`src/rtl/spi_shift_frame_if.sv`:
```
// -----------------------------------------------------------------------------
// spi_shift_frame_if
//
// Bundles the data and strobe signals between the SPI bit-timing logic, the
// shift frame register and the byte/word side. clk and rst_n are kept outside
// as plain ports.
//
//   load        : parallel load strobe, starts a frame
//   parallel_in : word captured on load
//   shift_en    : one-cycle shift strobe
//   serial_in   : bit shifted in on shift_en
//   q           : register contents
//   serial_out  : outgoing bit, combinational from q
//   count       : shifts completed in the current frame
//   busy        : frame in progress
//   done        : one-cycle frame-complete pulse
//
// master : drives the strobes and data (bit-timing / word side)
// slave  : the shift frame register itself
// -----------------------------------------------------------------------------
interface spi_shift_frame_if #(
   parameter int WIDTH = 8
);
   localparam int CW = $clog2(WIDTH + 1);

   logic             load;
   logic [WIDTH-1:0] parallel_in;
   logic             shift_en;
   logic             serial_in;
   logic [WIDTH-1:0] q;
   logic             serial_out;
   logic [CW-1:0]    count;
   logic             busy;
   logic             done;

   modport master (
      output load, parallel_in, shift_en, serial_in,
      input  q, serial_out, count, busy, done
   );

   modport slave (
      input  load, parallel_in, shift_en, serial_in,
      output q, serial_out, count, busy, done
   );
endinterface

```
`src/rtl/spi_shift_frame.sv`:
```
// -----------------------------------------------------------------------------
// spi_shift_frame
//
// WIDTH-bit shift register with parallel load, bit counter and frame-complete
// pulse. A frame is started by load and completes after WIDTH shift_en
// strobes. Shift direction is fixed at elaboration by MSB_FIRST.
//
// Ports:
//   clk    : system clock, all state updates on posedge
//   rst_n  : asynchronous active-low reset
//   bus    : spi_shift_frame_if.slave (load, parallel_in, shift_en,
//            serial_in in; q, serial_out, count, busy, done out)
//
// Parameters:
//   WIDTH       : register / frame length, 2..32
//   MSB_FIRST   : 1 = shift toward MSB, serial_out = q[WIDTH-1]
//                 0 = shift toward LSB, serial_out = q[0]
//   RESET_VALUE : q after reset
// -----------------------------------------------------------------------------
module spi_shift_frame #(
   parameter int               WIDTH       = 8,
   parameter bit               MSB_FIRST   = 1'b1,
   parameter logic [WIDTH-1:0] RESET_VALUE = '0
) (
   input  logic              clk,
   input  logic              rst_n,
   spi_shift_frame_if.slave  bus
);

   localparam int            CW       = $clog2(WIDTH + 1);
   localparam logic [CW-1:0] LAST_CNT = CW'(WIDTH - 1);
   localparam logic [CW-1:0] FULL_CNT = CW'(WIDTH);

   typedef enum logic {
      IDLE  = 1'b0,
      SHIFT = 1'b1
   } state_t;

   state_t           state_r, state_nx;
   logic [WIDTH-1:0] q_r,     q_nx;
   logic [CW-1:0]    count_r, count_nx;
   logic             done_r,  done_nx;
   logic [WIDTH-1:0] q_shifted;

   // Serial_in enters the end opposite to the one feeding serial_out.
   always_comb begin
      if (MSB_FIRST) q_shifted = {q_r[WIDTH-2:0], bus.serial_in};
      else           q_shifted = {bus.serial_in, q_r[WIDTH-1:1]};
   end

   // NOTE: every signal gets a default before the branches so no path leaves
   // one unassigned; otherwise synthesis infers a latch to hold the old value.
   always_comb begin
      state_nx = state_r;
      q_nx     = q_r;
      count_nx = count_r;
      done_nx  = 1'b0;

      if (bus.load) begin
         // Load wins over shift_en in either state, including the final shift.
         q_nx     = bus.parallel_in;
         count_nx = '0;
         state_nx = SHIFT;
      end else if (state_r == SHIFT && bus.shift_en) begin
         q_nx     = q_shifted;
         count_nx = count_r + CW'(1);
         if (count_r == LAST_CNT) begin
            count_nx = FULL_CNT;
            state_nx = IDLE;
            done_nx  = 1'b1;
         end
      end
   end

   // NOTE: sequential state uses non-blocking assignments so every register
   // samples the pre-edge values, independent of statement order.
   always_ff @(posedge clk or negedge rst_n) begin
      if (!rst_n) begin
         state_r <= IDLE;
         q_r     <= RESET_VALUE;
         count_r <= '0;
         done_r  <= 1'b0;
      end else begin
         state_r <= state_nx;
         q_r     <= q_nx;
         count_r <= count_nx;
         done_r  <= done_nx;
      end
   end

   assign bus.q          = q_r;
   assign bus.serial_out = MSB_FIRST ? q_r[WIDTH-1] : q_r[0];
   assign bus.count      = count_r;
   assign bus.busy       = (state_r == SHIFT);
   assign bus.done       = done_r;

endmodule
```
`src/flat_wrapper.sv`:
```
// flat-port wrapper written by rule: the top's interface ports become plain ports
module spi_shift_frame_flat 
#(
   parameter int               WIDTH       = 8,
   parameter bit               MSB_FIRST   = 1'b1,
   parameter logic [WIDTH-1:0] RESET_VALUE = '0
)
  (clk, rst_n, bus_load, bus_parallel_in, bus_shift_en, bus_serial_in, bus_q, bus_serial_out, bus_count, bus_busy, bus_done);
  spi_shift_frame_if #(.WIDTH(WIDTH)) bus_i ();
  input  logic clk;
  input  logic rst_n;
  input wire logic [$bits(bus_i.load)-1:0] bus_load;
  input wire logic [$bits(bus_i.parallel_in)-1:0] bus_parallel_in;
  input wire logic [$bits(bus_i.shift_en)-1:0] bus_shift_en;
  input wire logic [$bits(bus_i.serial_in)-1:0] bus_serial_in;
  output wire logic [$bits(bus_i.q)-1:0] bus_q;
  output wire logic [$bits(bus_i.serial_out)-1:0] bus_serial_out;
  output wire logic [$bits(bus_i.count)-1:0] bus_count;
  output wire logic [$bits(bus_i.busy)-1:0] bus_busy;
  output wire logic [$bits(bus_i.done)-1:0] bus_done;
  assign bus_i.load = bus_load;
  assign bus_i.parallel_in = bus_parallel_in;
  assign bus_i.shift_en = bus_shift_en;
  assign bus_i.serial_in = bus_serial_in;
  assign bus_q = bus_i.q;
  assign bus_serial_out = bus_i.serial_out;
  assign bus_count = bus_i.count;
  assign bus_busy = bus_i.busy;
  assign bus_done = bus_i.done;
  spi_shift_frame #(.WIDTH(WIDTH), .MSB_FIRST(MSB_FIRST), .RESET_VALUE(RESET_VALUE)) u_core (.clk(clk), .rst_n(rst_n), .bus(bus_i));
endmodule
```
`config.mk`:
```
export PLATFORM = sky130hd
export DESIGN_NAME = spi_shift_frame_flat
export DESIGN_NICKNAME = d
export VERILOG_FILES = /design/src/rtl/spi_shift_frame_if.sv /design/src/rtl/spi_shift_frame.sv /design/src/flat_wrapper.sv
export SDC_FILE = /design/constraint.sdc
export NUM_CORES = 1
export LEC_CHECK = 0
export ABC_AREA = 1
export CAP_MARGIN = 20
export CORE_ASPECT_RATIO = 1.4
export CORE_UTILIZATION = 35
export CTS_CLUSTER_DIAMETER = 60
export DETAILED_ROUTE_END_ITERATION = 16
export PLACE_DENSITY = 0.73
export SETUP_SLACK_MARGIN = 0.1
export SLEW_MARGIN = 20
export SYNTH_ARGS = -nofsm -noshare
export SYNTH_HDL_FRONTEND = slang
export SYNTH_SLANG_ARGS = --single-unit
```
`constraint.sdc`:
```
create_clock -name clk -period 1.2 [get_ports clk]
set_input_delay 0.24 -clock clk [delete_from_list [all_inputs] [get_ports clk]]
set_output_delay 0.24 -clock clk [all_outputs]
set_load 0.02 [all_outputs]
```
==> results of run 1 <==
-- state kept, by name, summed over array words and instances (netlist names) --
signal and flops:
u_core.bus.busy 1, u_core.bus.count 4, u_core.bus.done 1, u_core.bus.q 8
-- per-layer routing --
layer	up-vias	GRT usage (%)	share of wire [%]
met2	20	32.5	55
li1	357	-	-
met5	-	0	0
met3	4	2.52	3.7
met4	0	12.1	2.5
met1	324	18.2	39
-- cell type report --
| cell class | instances | area, sq um | share of cell area (%) |
|---|---|---|---|
| repair buffers | 48 | 400 | 34.5 |
| well taps | 20 | 25.0 | 2.16 |
| clock buffers | 4 | 36.3 | 3.13 |
| inverters | 6 | 27.5 | 2.37 |
| multi-input cells | 57 | 318 | 27.4 |
| flip-flops and latches | 14 | 353 | 30.4 |
-- layout by cell type, fill, tap and decap left out, types with 2 or more instances in the layout --
master                            netlist  layout
sky130_fd_sc_hd__buf_2                  0       8
sky130_fd_sc_hd__buf_4                  1      20
sky130_fd_sc_hd__buf_6                  1       8
sky130_fd_sc_hd__clkbuf_4               0       3
sky130_fd_sc_hd__clkdlybuf4s50_1        0      12
sky130_fd_sc_hd__dfrtp_1               14      12
sky130_fd_sc_hd__dfrtp_2                0       2
sky130_fd_sc_hd__inv_1                  5       4
sky130_fd_sc_hd__nand2_1               31      30
sky130_fd_sc_hd__nand2_4                1       2
sky130_fd_sc_hd__nand3_1               13      11
sky130_fd_sc_hd__nor2_1                 3       3
-- through the flow --
stage	total power, W	util, %	setup WS, ps
final	0.00124	66.0	86.9
after floorplan	0.000665	-	142
after global placement	0.000852	60.3	-113
after global routing	0.00129	66.0	38.0
after detailed placement	0.000857	60.3	-141
after CTS	0.00118	59.6	100
-- power by group --
group / internal, W / switching (W) / total [W]
clock: 0.000185 / 0.000171 / 0.000356
combinational: 0.000187 / 0.000162 / 0.000349
sequential: 0.000508 / 0.0000241 / 0.000532
-- worst max-delay path: stages (launching register included) --
cell	delay, ps
sky130_fd_sc_hd__dfrtp_2	370
sky130_fd_sc_hd__buf_4	130
sky130_fd_sc_hd__ha_4	150
sky130_fd_sc_hd__nand3_4	80
sky130_fd_sc_hd__nor3_4	200
sky130_fd_sc_hd__nor2_1	70
-- cell families (layout without fill, tap and decap cells) --
logic type,count (synthesis),count (layout)
AND/OR/NAND/NOR,52,53
adder cells (fa/ha/maj),1,1
AO/OA/AOI/OAI,3,3
flip-flops,14,14
buffers and inverters,8,58
-- final timing paths --
check | depth (start not counted) | end
setup reg to reg | 5 | u_core.bus.busy
min in group clk | 3 | u_core.bus.q[1]
hold / removal | 2 | u_core.bus.q[6]
hold reg to reg | 3 | u_core.bus.q[4]
max in group asynchronous | 2 | u_core.bus.count[0]
setup / recovery | 5 | u_core.bus.busy
-- what timing repair did --
item,4_1_cts,5_1_grt
gates cloned,0,1
setup buffers,0,5
endpoints found under the setup margin,21,19
resized for setup,67,20
pin swaps,1,7
==> results.rst, run 1 <==
.. list-table::
   :header-rows: 1

   * - Metric
     - Value
   * - Largest clock skew in the final design
     - 1.93 ps
   * - Initial DRC Count
     - 12
   * - XOR/XNOR share of the synthesized area
     - 0%
   * - Number of sinks handled by clock tree synthesis
     - 14
   * - Compound-gate portion of the synthesized area
     - 2.66%
   * - CTS max path bufs
     - 2
   * - Share of the clock period used by the worst path
     - 92.8%
   * - Filler cell count
     - 153
   * - Antenna violations before repair
     - 0
   * - Vias in the first global route
     - 656
   * - Result of the run
     - finished, final reports clean
   * - Power density of the placed cells
     - 1070 nW/um^2
   * - Syn_nets
     - 92
   * - Netlist cell types
     - 16
   * - Post-route worst hold slack
     - 249 ps
   * - Die width
     - 38.7 microns
   * - Area share of fa/ha/maj cells after synthesis
     - 1.90%
   * - Average via count per standard cell
     - 4.73
   * - FF-to-FF Start
     - u_core.bus.count[0]
   * - Minimum clock period after layout
     - 1110 ps
   * - Remaining antenna violation count after routing
     - 0
   * - Post-CTS Hold Buffers
     - 0
   * - Post-detailed-routing wire length
     - 1670 microns
   * - Final setup TNS
     - 0 ps
   * - Combinational family with the most area after synthesis
     - simple AND/OR/NAND/NOR gates
   * - Residual overflow from global routing
     - 0
   * - Final-report max-slew violation count
     - 0
   * - Wire length per cell after detailed routing
     - 11.2 microns
   * - Final design instance area without fill
     - 1160 sq um
   * - Netlist area before placement
     - 659 sq um
   * - Floorplan Core Area
     - 1760 sq um
   * - Endpoint required time on the critical path
     - 1380 ps
   * - Dominant register cell in the synthesized netlist
     - sky130_fd_sc_hd__dfrtp_1
   * - Synth warn
     - 0
   * - CP startpoint kind
     - flip-flop
   * - Global-route wire length before repair
     - 2570 microns
   * - Standard-cell row count
     - 18
   * - Fraction of layout cells with a size suffix above 1
     - 41.1%
   * - Number of cells produced by synthesis
     - 78
   * - Total clock buffers created by CTS
     - 3
   * - Die height
     - 53.4 microns
   * - Final instance count without filler cells
     - 149
   * - Tightest Pin Transition
     - 235 ps
   * - Max Clk Rate
     - 0.898 GHz
   * - Element type at the critical path end
     - flip-flop
   * - Mapped Avg Cell Area
     - 8.45 sq um
   * - Number of endpoints with negative hold slack in the final report
     - 0
   * - Total setup violations reported at the end of the flow
     - 0
   * - Leakage power of the design
     - 0.594 nW
   * - Number of enable flip-flop cells after synthesis
     - 0
   * - Die area
     - 2060 sq um
   * - Post-layout nets
     - 144
   * - Vias after detailed routing
     - 705
   * - Half-perimeter wire length after placement
     - 1130 microns
   * - Area share of and/or/nand/nor cells after synthesis
     - 36.1%
   * - Top cell type's share of synthesized area
     - 53.1%
   * - IO buf count
     - 27
   * - Largest cells by area after synthesis
     - sky130_fd_sc_hd__dfrtp_1, sky130_fd_sc_hd__nand2_1, sky130_fd_sc_hd__nand3_1
   * - Type of the setup path with the least slack
     - flip-flop to flip-flop
   * - Number of max-cap violations
     - 0
   * - Relative area change from synthesis to final layout
     - 75.9%
   * - DRC errors left
     - 0
   * - Multiplexer area fraction after synthesis
     - 0%
   * - I/O pin count
     - 28
   * - Hold/Removal Path Class
     - input port to async pin
   * - Clock slew at the register clock pins of the worst setup and hold paths
     - 90 ps
   * - Initial Util
     - 37.5%
   * - Asr flop ratio synth
     - 100%
   * - Cell accounting for the most synthesized area
     - sky130_fd_sc_hd__dfrtp_1
   * - Arr. time, crit path
     - 1300 ps
   * - Depth of the CTS H-tree
     - 1
   * - GR Util All Layers
     - 18.1%
   * - Sequential fraction of the synthesis area
     - 53.1%
   * - Routability cong.
     - 0.753
   * - Crit path from
     - u_core.bus.count[0]
   * - Number of search-and-repair iterations in the first detailed-routing pass
     - 4
   * - Cells after DPL
     - 139
   * - Worst slew margin relative to its limit
     - 84.3%
   * - Maximum number of pins on one net before global-route repair
     - 15
   * - ANT cells
     - 0
   * - Buffer cell driving the clock tree root
     - sky130_fd_sc_hd__clkbuf_4
   * - Largest fanout of any net on the critical path
     - 4
   * - Worst setup slack for register-to-register paths
     - 90 ps
   * - Unrepaired setup endpoints after global routing
     - yes
   * - Source-to-sink clock delay at the later pin of the worst-skew pair
     - 290 ps
   * - Max rail drop VDD
     - 0.636 mV
   * - Count of state elements after synthesis
     - 14
   * - Placed standard-cell area
     - 1060 sq um
   * - Most common cell in the netlist
     - sky130_fd_sc_hd__nand2_1
   * - TritonCTS clock tree
     - yes
   * - Top cells by instance count after synthesis
     - sky130_fd_sc_hd__nand2_1, sky130_fd_sc_hd__dfrtp_1, sky130_fd_sc_hd__nand3_1
No activity file was read; power rests on OpenSTA's default activity.
==> run 2: changes to the inputs <==
--- a/config.mk
+++ b/config.mk
@@ -7,7 +7,7 @@
 export LEC_CHECK = 0
 export ABC_AREA = 1
 export CAP_MARGIN = 20
-export CORE_ASPECT_RATIO = 1.4
+export CORE_ASPECT_RATIO = 0.9
 export CORE_UTILIZATION = 35
 export CTS_CLUSTER_DIAMETER = 60
 export DETAILED_ROUTE_END_ITERATION = 16
==> run 2 against run 1 <==
- critical path depth decreased by 4
- combinational power shrank 1%
- maximum frequency grew 1.2%
- clock-buffer cell count stayed put
- register-to-register slack improved by 40 ps
- non-clock buffer count is the same
- critical endpoint is now bus_q[7]
- largest cell class unchanged
- clock skew increased by 8.2 ps
- wire length grew 6.7%
- flip-flop and latch count did not move
- design area fell by 1.9%
- first-iteration DRC count is 25% higher
==> results.rst, run 2 (synthesized netlist as in run 1, its figures left out) <==
.. list-table::
   :header-rows: 1

   * - Metric
     - Value
   * - ANT cells
     - 0
   * - Post-detailed-routing wire length
     - 1780 microns
   * - Post-layout nets
     - 143
   * - Number of sinks handled by clock tree synthesis
     - 14
   * - Result of the run
     - finished, final reports clean
   * - Share of the core filled with cells
     - 66.3%
   * - Worst slew margin relative to its limit
     - 87.4%
   * - Most common library cell in the layout ignoring fill and taps
     - sky130_fd_sc_hd__nand2_1
   * - Wl on met1
     - 770 microns
   * - Power share of the clock group
     - 28.5%
   * - Cell family contributing the most delay on the critical path
     - flip-flops
   * - Power after layout
     - 0.00122 W
   * - Placed standard-cell area
     - 1060 sq um
   * - Fraction of layout cells with a size suffix above 1
     - 39.8%
   * - Type of the setup path with the least slack
     - flip-flop to output pin
   * - Tightest Pin Transition
     - 190 ps
   * - Largest stage delay on the critical path
     - 430 ps
   * - Net Switching
     - 0.000349 W
   * - Antenna violations before repair
     - 0
   * - CTS max path bufs
     - 2
   * - Vias after detailed routing
     - 687
   * - Buffer cell driving the clock tree root
     - sky130_fd_sc_hd__clkbuf_4
   * - Amount of wire on met2 after detailed routing
     - 877 microns
   * - Relative area change from synthesis to final layout
     - 72.5%
   * - Die area
     - 2060 sq um
   * - Top routing layer used
     - met4
   * - Switching Fraction
     - 28.6%
   * - Maximum number of pins on one net before global-route repair
     - 15
   * - DRC errors left
     - 0
   * - Depth of the CTS H-tree
     - 1
   * - Number of search-and-repair iterations in the first detailed-routing pass
     - 6
   * - Largest clock skew in the final design
     - 10.1 ps
   * - Series of cell instances along the critical path
     - buf_6
   * - Final-report max-slew violation count
     - 0
   * - Filler cell count
     - 157
   * - Initial Util
     - 38.4%
   * - Portion of total power attributed to combinational logic
     - 28.1%
   * - Residual overflow from global routing
     - 0
   * - Die width
     - 47.8 microns
   * - Global-route wire length before repair
     - 2790 microns
   * - Total setup violations reported at the end of the flow
     - 0
   * - Routability cong.
     - 0.855
   * - FF-to-FF Start
     - u_core.bus.count[1]
   * - IO buf count
     - 27
   * - Crit path from
     - u_core.bus.q[7]
   * - CP startpoint kind
     - flip-flop
   * - Leakage power of the design
     - 0.582 nW
   * - Average via count per standard cell
     - 4.52
   * - Clock slew at the register clock pins of the worst setup and hold paths
     - 100 ps
   * - Vias in the first global route
     - 658
   * - Unrepaired setup endpoints after global routing
     - yes
   * - Internal Pwr Total
     - 0.000873 W
   * - Cell at the slowest stage of the critical path
     - sky130_fd_sc_hd__dfrtp_1
   * - Cells after DPL
     - 143
   * - Max Clk Rate
     - 0.909 GHz
   * - Wire length per cell after detailed routing
     - 11.7 microns
   * - Highest-count cells in the layout ignoring fill and taps
     - sky130_fd_sc_hd__nand2_1, sky130_fd_sc_hd__buf_4, sky130_fd_sc_hd__nand3_1, sky130_fd_sc_hd__clkdlybuf4s50_1, sky130_fd_sc_hd__dfrtp_1
   * - Power density of the placed cells
     - 1070 nW/um^2
   * - Standard-cell row count
     - 14
   * - Number of endpoints with negative hold slack in the final report
     - 0
   * - Number of flip-flops in the largest register
     - 8
   * - Worst path setup slack after routing
     - 100 ps
   * - Number of max-cap violations
     - 0
   * - Element type at the critical path end
     - output pin
   * - Half-perimeter wire length after placement
     - 1230 microns
   * - Met3 wirelength from detailed routing
     - 97 microns
   * - GR Util All Layers
     - 20.0%
   * - Remaining antenna violation count after routing
     - 0
   * - Crit path buffers/inverters
     - 1
   * - I/O pin count
     - 28
   * - Max rail drop VDD
     - 0.826 mV
   * - Sequential fraction of design power
     - 43.4%
   * - Total clock buffers created by CTS
     - 3
   * - Largest fanout of any net on the critical path
     - 3
   * - Die height
     - 43.2 microns
   * - Endpoint required time on the critical path
     - 960 ps
   * - Source-to-sink clock delay at the later pin of the worst-skew pair
     - 290 ps
   * - Share of the clock period used by the worst path
     - 91.7%
   * - Final instance count without filler cells
     - 152
   * - Final design instance area without fill
     - 1140 sq um
   * - Minimum clock period after layout
     - 1100 ps
   * - Hold/Removal Path Class
     - input port to async pin
   * - Initial DRC Count
     - 15
   * - Arr. time, crit path
     - 860 ps
   * - Floorplan Core Area
     - 1720 sq um
   * - Worst slack, placed
     - -167 ps
   * - TritonCTS clock tree
     - yes
## run 2: changes by cell type in the layout (fill, tap and decap cells not counted), sizes merged
cell / delta
nor2: -1
## run 2: metal layers
| layer | vias to the layer above | GRT usage (%) |
|---|---|---|
| met3 | 4 | 3.83 |
| met4 | 0 | 10.0 |
| li1 | 350 | - |
| met2 | 23 | 33.0 |
| met5 | - | 0 |
| met1 | 310 | 23.8 |
## run 2: final cells by class
cell class                 instances  area (sq um)  area share, %
multi-input combinational         56           293           25.7
tap                               24          30.0           2.64
sequential                        14           353           31.0
inverter                           6          25.0           2.20
clock buffer                       4          36.3           3.19
timing repair buffer              48           400           35.2
## run 2: worst paths after layout
check | to | slack [ps] | depth (start not counted)
worst max-delay path | bus_q[7] | 100 | 1
worst min-delay path | u_core.bus.count[3] | 250 | 2
worst min register to register | u_core.bus.q[1] | 590 | 3
min in group clk | u_core.bus.q[3] | 520 | 3
worst max register to register | u_core.bus.count[3] | 130 | 6
max in group asynchronous | u_core.bus.count[0] | 750 | 2
## run 2: worst register-to-register path, stage by stage (launching register included)
cell,delay (ps)
sky130_fd_sc_hd__dfrtp_2,420
sky130_fd_sc_hd__buf_6,120
sky130_fd_sc_hd__ha_4,170
sky130_fd_sc_hd__nand2_2,60
sky130_fd_sc_hd__nand3_1,80
sky130_fd_sc_hd__nand3_1,70
sky130_fd_sc_hd__nand2_1,50
## run 2: power by group through the flow
| stage | Combinational [W] | Sequential (W) | Clock (W) |
|---|---|---|---|
| 6_report | 0.000344 | 0.000530 | 0.000348 |
| 5_1_grt | 0.000369 | 0.000535 | 0.000365 |
| 4_1_cts | 0.000309 | 0.000528 | 0.000349 |
| 3_5_place_dp | 0.000324 | 0.000537 | 0 |
| 3_3_place_gp | 0.000317 | 0.000536 | 0 |
| 2_1_floorplan | 0.0000759 | 0.000589 | 0 |
## run 2: through the flow
| step | hold WS [ps] | TNS [ps] |
|---|---|---|
| 2_1_floorplan | -55.6 | 0 |
| 3_3_place_gp | 490 | -928 |
| 3_5_place_dp | 531 | -1290 |
| 4_1_cts | 261 | 0 |
| 5_1_grt | 302 | 0 |
| 6_report | 249 | 0 |
## run 2: what timing repair did
item | CTS | global route
setup endpoints to repair | 19 | 19
setup buffers | 2 | 3
hold endpoints to repair | 0 | 0
resized for setup | 68 | 12
pin swaps | 3 | 3
hold buffers | 0 | 0
==> run 3: changes to the inputs <==
--- a/config.mk
+++ b/config.mk
@@ -11,7 +11,8 @@
 export CORE_UTILIZATION = 35
 export CTS_CLUSTER_DIAMETER = 60
 export DETAILED_ROUTE_END_ITERATION = 16
-export PLACE_DENSITY = 0.73
+export DONT_BUFFER_PORTS = 1
+export PLACE_DENSITY = 0.54
 export SETUP_SLACK_MARGIN = 0.1
 export SLEW_MARGIN = 20
 export SYNTH_ARGS = -nofsm -noshare
==> run 3 against run 2 <==
- global-route usage decreased by 3.2 points
- flip-flop and latch count unchanged
- clock-buffer cell count unchanged
- die area unchanged
==> results.rst, run 3 (synthesized netlist as in run 1, its figures left out) <==
.. list-table::
   :header-rows: 1

   * - Metric
     - Value
   * - Largest fanout of any net on the critical path
     - 4
   * - Fraction of layout cells with a size suffix above 1
     - 24.7%
   * - Series of cell instances along the critical path
     - buf_6
   * - I/O pin count
     - 28
   * - Power density of the placed cells
     - 1260 nW/um^2
   * - Max Clk Rate
     - 0.913 GHz
   * - Maximum number of pins on one net before global-route repair
     - 15
   * - Total setup violations reported at the end of the flow
     - 0
   * - Element type at the critical path end
     - output pin
   * - Global-route wire length before repair
     - 2340 microns
   * - Depth of the CTS H-tree
     - 1
   * - Final setup TNS
     - 0 ps
   * - Most common library cell in the layout ignoring fill and taps
     - sky130_fd_sc_hd__nand2_1
   * - Number of search-and-repair iterations in the first detailed-routing pass
     - 4
   * - TritonCTS clock tree
     - yes
   * - Number of endpoints with negative hold slack in the final report
     - 0
   * - Standard-cell row count
     - 14
   * - Unrepaired setup endpoints after global routing
     - yes
   * - Number of sinks handled by clock tree synthesis
     - 14
   * - Vias in the first global route
     - 540
   * - CTS max path bufs
     - 2
   * - Power after layout
     - 0.00104 W
   * - Switching Fraction
     - 29.0%
   * - Result of the run
     - finished, final reports clean
   * - IO buf count
     - 0
   * - Cell family contributing the most delay on the critical path
     - flip-flops
   * - Net Switching
     - 0.000303 W
   * - Wire length per cell after detailed routing
     - 12.4 microns
   * - Die area
     - 2060 sq um
   * - Share of the clock period used by the worst path
     - 91.3%
   * - Tightest Pin Transition
     - 653 ps
   * - Minimum clock period after layout
     - 1100 ps
   * - Worst setup slack for register-to-register paths
     - 140 ps
   * - Buffer cell driving the clock tree root
     - sky130_fd_sc_hd__clkbuf_4
   * - Routability cong.
     - 0.799
   * - Endpoint required time on the critical path
     - 960 ps
   * - Remaining antenna violation count after routing
     - 0
   * - Half-perimeter wire length after placement
     - 973 microns
   * - GR Util All Layers
     - 16.8%
   * - Max rail drop VDD
     - 0.449 mV
   * - Internal Pwr Total
     - 0.000741 W
   * - Die height
     - 43.2 microns
   * - Final instance count without filler cells
     - 113
   * - Clock slew at the register clock pins of the worst setup and hold paths
     - 90 ps
   * - Arr. time, crit path
     - 860 ps
   * - Post-detailed-routing wire length
     - 1400 microns
   * - Crit path buffers/inverters
     - 1
   * - Filler cell count
     - 189
   * - Final-report max-slew violation count
     - 0
   * - Leakage power of the design
     - 0.410 nW
   * - Largest stage delay on the critical path
     - 430 ps
   * - Cells after DPL
     - 105
   * - Antenna violations before repair
     - 0
   * - Relative area change from synthesis to final layout
     - 25.2%
   * - Hold/Removal Path Class
     - input port to async pin
   * - CP startpoint kind
     - flip-flop
   * - Highest-count cells in the layout ignoring fill and taps
     - sky130_fd_sc_hd__nand2_1, sky130_fd_sc_hd__nand3_1, sky130_fd_sc_hd__dfrtp_1, sky130_fd_sc_hd__buf_6, sky130_fd_sc_hd__inv_1
   * - Residual overflow from global routing
     - 0
   * - Portion of total power attributed to combinational logic
     - 11.3%
   * - Vias after detailed routing
     - 548
   * - Source-to-sink clock delay at the later pin of the worst-skew pair
     - 280 ps
   * - Floorplan Core Area
     - 1720 sq um
   * - ANT cells
     - 0
   * - Worst slew margin relative to its limit
     - 56.5%
   * - DRC errors left
     - 0
   * - Initial DRC Count
     - 1
   * - Number of flip-flops in the largest register
     - 8
   * - Post-layout nets
     - 104
   * - Initial Util
     - 38.4%
   * - Total clock buffers created by CTS
     - 3
   * - Power share of the clock group
     - 33.0%
   * - Number of max-cap violations
     - 0
   * - Type of the setup path with the least slack
     - flip-flop to output pin
   * - Average via count per standard cell
     - 4.85
   * - Die width
     - 47.8 microns
   * - Largest clock skew in the final design
     - 4.27 ps
   * - Sequential fraction of design power
     - 55.7%
   * - Cell at the slowest stage of the critical path
     - sky130_fd_sc_hd__dfrtp_2
==> run 3: cell count changes in the layout (fill, tap and decap cells not counted), sizes merged <==
cell	delta
dlymetal6s4s	+1
buf	-29
clkdlybuf4s50	-12
dlygate4sd3	+1
==> run 3: cell type report <==
cell class | instances | area (sq um) | share of cell area, %
Tap cell | 24 | 30.0 | 3.64
Clock buffer | 4 | 36.3 | 4.39
Timing Repair Buffer | 9 | 93.8 | 11.4
Sequential cell | 14 | 354 | 42.9
Inverter | 6 | 22.5 | 2.73
Multi-Input combinational cell | 56 | 289 | 35.0
==> run 3: through the flow <==
| stage | instance area (sq um) | utilization [%] | hold slack, ps | setup slack [ps] |
|---|---|---|---|---|
| 2_1_floorplan | 662 | - | -55.6 | 142 |
| 3_3_place_gp | 711 | 41.4 | -55.3 | 206 |
| 3_5_place_dp | 711 | 41.4 | -55.2 | 185 |
| 4_1_cts | 785 | 45.7 | 7.44 | 92.9 |
| 5_1_grt | 826 | 48.1 | 77.8 | 63.5 |
| 6_report | 826 | 48.1 | 39.7 | 104 |
==> run 3: what timing repair did <==
| action | 4_1_cts | 5_1_grt |
|---|---|---|
| endpoints found under the setup margin | 7 | 5 |
| resized for setup | 4 | 8 |
| setup buffers | 2 | 0 |
| endpoints found under the hold margin | 14 | 1 |
| hold buffers | 1 | 1 |
| pin swaps | 0 | 1 |
==> run 3: routing by layer <==
| layer | routed length [microns] | track usage [%] | vias up |
|---|---|---|---|
| met4 | 27 | 10.0 | 0 |
| li1 | - | - | 272 |
| met3 | 114 | 5.96 | 4 |
| met1 | 625 | 23.3 | 251 |
| met5 | 0 | 0 | - |
| met2 | 635 | 21.9 | 21 |
==> run 3: power by group through the flow <==
| stage | clock network (W) | registers [W] | logic [W] |
|---|---|---|---|
| finish | 0.000345 | 0.000582 | 0.000118 |
| global route | 0.000375 | 0.000588 | 0.000137 |
| CTS | 0.000364 | 0.000582 | 0.000113 |
| detailed placement | 0 | 0.000590 | 0.0000949 |
| global placement | 0 | 0.000590 | 0.0000925 |
| floorplan | 0 | 0.000589 | 0.0000759 |
==> run 3: final timing paths <==
| path | startpoint | to | cells after the start |
|---|---|---|---|
| worst max-delay path | u_core.bus.count[1] | bus_count[1] | 1 |
| worst min-delay path | rst_n | u_core.bus.count[3] | 1 |
| worst max register to register | u_core.bus.count[1] | u_core.bus.busy | 4 |
| worst min register to register | u_core.bus.count[3] | u_core.bus.count[3] | 3 |
| max in group asynchronous | rst_n | u_core.bus.count[0] | 1 |
| min in group clk | bus_load | u_core.bus.q[4] | 2 |
